File: src/rtl/call_stack.sv
// Hardware return-address stack: circular buffer of DEPTH return addresses with
// registered pop output and sticky overflow/underflow flags for the trap logic.
module call_stack #(
   parameter int unsigned DEPTH = 16,
   parameter int unsigned WIDTH = 64
) (
   input  logic                     clk,
   input  logic                     reset,
   input  logic                     push,
   input  logic [WIDTH-1:0]         pushaddr,
   input  logic                     pop,
   output logic [WIDTH-1:0]         popaddr,
   output logic                     popvalid,
   output logic [$clog2(DEPTH):0]   count,
   output logic                     empty,
   output logic                     full,
   output logic                     overflow,
   output logic                     underflow,
   input  logic                     clr_err
);

   localparam int unsigned AW = $clog2(DEPTH);
   localparam logic [AW:0] FULL_CNT = (AW+1)'(DEPTH);

   logic [WIDTH-1:0] mem_q [DEPTH];

   logic [AW-1:0]    ptr_q, ptr_d;
   logic [AW:0]      count_q, count_d;
   logic [WIDTH-1:0] popaddr_q, popaddr_d;
   logic             popvalid_q, popvalid_d;
   logic             ovf_q, ovf_d;
   logic             unf_q, unf_d;

   logic             empty_c, full_c;
   logic             wr_en;
   logic [AW-1:0]    wr_ptr;

   assign empty_c = (count_q == '0);
   assign full_c  = (count_q == FULL_CNT);

   always_comb begin
      ptr_d      = ptr_q;
      count_d    = count_q;
      popaddr_d  = popaddr_q;
      popvalid_d = 1'b0;
      ovf_d      = ovf_q;
      unf_d      = unf_q;
      wr_en      = 1'b0;
      wr_ptr     = ptr_q + AW'(1);

      if (push && pop && !empty_c) begin
         // Replace-top: pop reads the pre-push top while the push overwrites it.
         popaddr_d  = mem_q[ptr_q];
         popvalid_d = 1'b1;
         wr_en      = 1'b1;
         wr_ptr     = ptr_q;
      end else if (push) begin
         wr_en = 1'b1;
         ptr_d = ptr_q + AW'(1);
         if (!full_c) begin
            count_d = count_q + (AW+1)'(1);
         end
      end else if (pop && !empty_c) begin
         popaddr_d  = mem_q[ptr_q];
         popvalid_d = 1'b1;
         ptr_d      = ptr_q - AW'(1);
         count_d    = count_q - (AW+1)'(1);
      end

      // Clear first so an error event in the same cycle wins.
      if (clr_err) begin
         ovf_d = 1'b0;
         unf_d = 1'b0;
      end
      if (pop && empty_c) begin
         unf_d = 1'b1;
      end
      if (push && !pop && full_c) begin
         ovf_d = 1'b1;
      end
   end

   always_ff @(posedge clk or posedge reset) begin
      if (reset) begin
         ptr_q      <= '0;
         count_q    <= '0;
         popaddr_q  <= '0;
         popvalid_q <= 1'b0;
         ovf_q      <= 1'b0;
         unf_q      <= 1'b0;
      end else begin
         ptr_q      <= ptr_d;
         count_q    <= count_d;
         popaddr_q  <= popaddr_d;
         popvalid_q <= popvalid_d;
         ovf_q      <= ovf_d;
         unf_q      <= unf_d;
      end
   end

   // Entry storage carries no reset; contents are don't-care until written.
   always_ff @(posedge clk) begin
      if (wr_en) begin
         mem_q[wr_ptr] <= pushaddr;
      end
   end

   assign popaddr   = popaddr_q;
   assign popvalid  = popvalid_q;
   assign count     = count_q;
   assign empty     = empty_c;
   assign full      = full_c;
   assign overflow  = ovf_q;
   assign underflow = unf_q;

endmodule

File: config.mk
export PLATFORM = sky130hd
export DESIGN_NAME = call_stack
export DESIGN_NICKNAME = d
export VERILOG_FILES = /design/src/rtl/call_stack.sv
export SDC_FILE = /design/constraint.sdc
export NUM_CORES = 1
export LEC_CHECK = 0
export BUFFER_PORTS_ARGS = -buffer_cell sky130_fd_sc_hd__buf_4
export CELL_PAD_IN_SITES_DETAIL_PLACEMENT = 1
export CELL_PAD_IN_SITES_GLOBAL_PLACEMENT = 2
export CORE_UTILIZATION = 50
export DETAILED_ROUTE_END_ITERATION = 8
export PLACE_DENSITY = 0.81
export SETUP_SLACK_MARGIN = 0.3
export SLEW_MARGIN = 20
export SYNTH_ARGS = -nofsm -noshare
export SYNTH_HDL_FRONTEND = slang
export SYNTH_SLANG_ARGS = --single-unit
File: constraint.sdc
create_clock -name clk -period 7.99 [get_ports clk]
set_input_delay 0.799 -clock clk [delete_from_list [all_inputs] [get_ports clk]]
set_output_delay 0.799 -clock clk [all_outputs]
set_load 0.02 [all_outputs]
==> results.yml <==
floorplan:
  fp.dieW_um: 290
  die-area_sq_mm: 0.0843
  num_rows: 105
  die_y_um: 290
  start_util_pct: 50.6
  io_pins: 143
  coreArea_sq_mm: 0.0821
route:
  via_count: 19700
  drc: 0
  routedWlPerCell_um: 30.6
  first_pass_iters: 5
  ant_nets: 0
  drt_iter0_markers: 1854
  drt_wl_total_um: 96800
  viasPerCell: 6.21
cts:
  cts_resized: 0
  cts_buffer_depth: 3
  cts_buffers: 107
  clk-insertion-delay-late_ns: 0.67
  root_buffer: "clkbuf_16"
  cts_max_level: 3
  post_cts_buffers: 0
  cts_hold_buffers: 0
  cts_tree: "built"
  path_clk_slew_ns: 0.06
  clock-sinks: 1100
placed_design:
  dp_cells: 2964
  gp_congestion: 0.764
  pre_cts_ws_ns: 2.64
  dp_hpwl_um: 52000
  port_buffers: 142
timing:
  clock.fmax_ghz: 0.185
  rsz0062_at_grt: "false"
  finalHoldViolations: 0
  fin_crit_sh_pct: 67.6
  slew_viol_final: 0
  setup_slack_ns: 2.59
  fin_skew_ns: 0.0256
  fin_crit_ns: 5.40
  relSlewSlack_pct: 19.3
  finalSetupViolations: 0
  worst_pin_slew_ns: 1.21
  tns_ns: 0
global_route:
  antenna_found_initial: 2
  grt_max_degree: 174
  track_usage_pct: 23.3
  grt_pass1_wl_um: 143000
  grt_remaining_overflow: 0
  grt_pass1_vias: 21500
power_and_ir_drop:
  ir_worst_vdd_uv: 329
  power.leakage_nw: 15.4
  p_per_area_mw_per_mm2: 369
  total_power_mw: 17.6
finish:
  fin_util_pct: 57.9
  layout_common_cells: "edfxtp_1, mux4_2, buf_4"
  fin_cells: 3165
  finish.net_count: 2079
  layout_commonest_cell: "edfxtp_1"
  synthToLayoutAreaGrowth_pct: 14.5
  drive_gt1_share_pct: 30.9
  antenna_cells: 0
yosys:
  syn_avg_cell_area_sq_um: 22.8
  yosys_register_bits: 1100
  synth_warnings: 0
  synth_nets: 1894
  yosysSeqAreaShare_pct: 78.6
  syn-cell-area_sq_mm: 0.0416
  synthesis.instances: 1819
  synth.distinct_cells: 40
setup_path:
  critPathRequiredTime_ns: 8.28
  crit_fanout: 43
  arrival_ns: 5.69
  ff2ff_setup_slack_ns: 2.59
  startpoint_type: "flop"
  crit_type: "reg -> reg"
  worst_setup_path_end_kind: "flop"
run:
  maxCapViolations: 0
status:
  status: "finished, final reports clean"
hold_path:
  hold_class: "in -> async"
[critical path: stages, from the launching register on]
cell and delay, ns:
dfrtp_1 0.45, or4_1 0.80, o21ai_4 0.85, buf_4 0.54
nand4_1 0.50, a21oi_4 1.01, buf_4 0.79
[worst paths after layout]
kind,start,end,cells after the start
max,count[0]$_DFFE_PP0P_,mem_q[9][25]$_DFFE_PP_,6
min,reset,popaddr[50]$_DFFE_PP0P_,2
max reg2reg,count[0]$_DFFE_PP0P_,mem_q[9][25]$_DFFE_PP_,6
min reg2reg,popaddr[47]$_DFFE_PP0P_,popaddr[47]$_DFFE_PP0P_,2
max in group asynchronous,reset,popaddr[18]$_DFFE_PP0P_,3
min in group clk,clr_err,underflow$_DFFE_PP0P_,2
[state kept, by name (all words and copies together), names as in the netlist]
name	cells
popaddr	64
mem_q	1024
overflow	1
underflow	1
ptr_q	4
count	5
popvalid	1
[per-layer routing]
metal	wire length, um	track usage (%)	up-vias
li1	-	-	8098
met1	39500	32.2	10600
met2	48300	38.5	757
met3	6520	4.01	159
met4	2430	6.77	4
met5	27	0	-
[cells by family after synthesis]
group,Yosys count,synth area share (%)
flops,1100,78.6
mux,373,16.8
compound gates,151,2.44
buf+inv,110,1.07
simple gates,71,0.771
xor+xnor,8,0.169
fa+ha+maj,6,0.199
[per-stage QoR]
step                      area, sq um  hold WS [ns]
after global routing            47600         0.264
after floorplan                 41600         0.600
after CTS                       47500         0.236
final                           47600         0.230
after detailed placement        44100         0.510
after global placement          44000         0.509
[area by class of cell]
cell class | instances | area [sq um]
Clock inverter | 51 | 500
Sequential cell | 1100 | 32700
Clock buffer | 149 | 2960
Timing Repair Buffer | 178 | 1410
Tap cell | 1070 | 1340
Multi-Input combinational cell | 609 | 8660
Inverter | 8 | 37.5
Fill cell | 6742 | 34500
[cells in the mapped netlist (all sizes together)]
| library cell | number | area [sq um] |
|---|---|---|
| nand2 | 48 | 180 |
| fa | 1 | 20.0 |
| a21o | 4 | 30.0 |
| o221ai | 38 | 333 |
| mux2i | 84 | 841 |
| o22ai | 53 | 332 |
| or4b | 1 | 13.8 |
| nor2 | 7 | 26.3 |
| a21oi | 44 | 220 |
| nor3 | 1 | 5.00 |
| clkbuf | 66 | 248 |
| or2 | 1 | 6.26 |
| and4 | 1 | 8.76 |
| o211ai | 5 | 42.5 |
| nor4 | 2 | 12.5 |
| o32ai | 1 | 8.76 |
| mux4 | 256 | 5770 |
| buf | 36 | 165 |
| xnor2 | 6 | 52.6 |
| nor2b | 1 | 6.26 |
| and3 | 1 | 6.26 |
| o21ai | 5 | 36.3 |
| ha | 5 | 62.6 |
| xor2 | 2 | 17.5 |
| nand4 | 1 | 6.26 |
| and2 | 1 | 6.26 |
| a2111o | 1 | 11.3 |
| nor4b | 1 | 8.76 |
| and3b | 1 | 8.76 |
| inv | 8 | 30.0 |
| mux2 | 33 | 372 |
| nand3 | 1 | 5.00 |
| edfxtp | 1024 | 30700 |
| nand2b | 2 | 12.5 |
| or4 | 1 | 7.51 |
| dfrtp | 76 | 1900 |
[power by group]
group / switching, mW / internal (mW) / leakage [nW]
Sequential: 0.470 / 7.24 / 10.1
Combinational: 2.75 / 2.18 / 3.63
Clock: 2.13 / 2.79 / 1.66
Total: 5.36 / 12.2 / 15.4
Power figures use the tool's default switching activity.
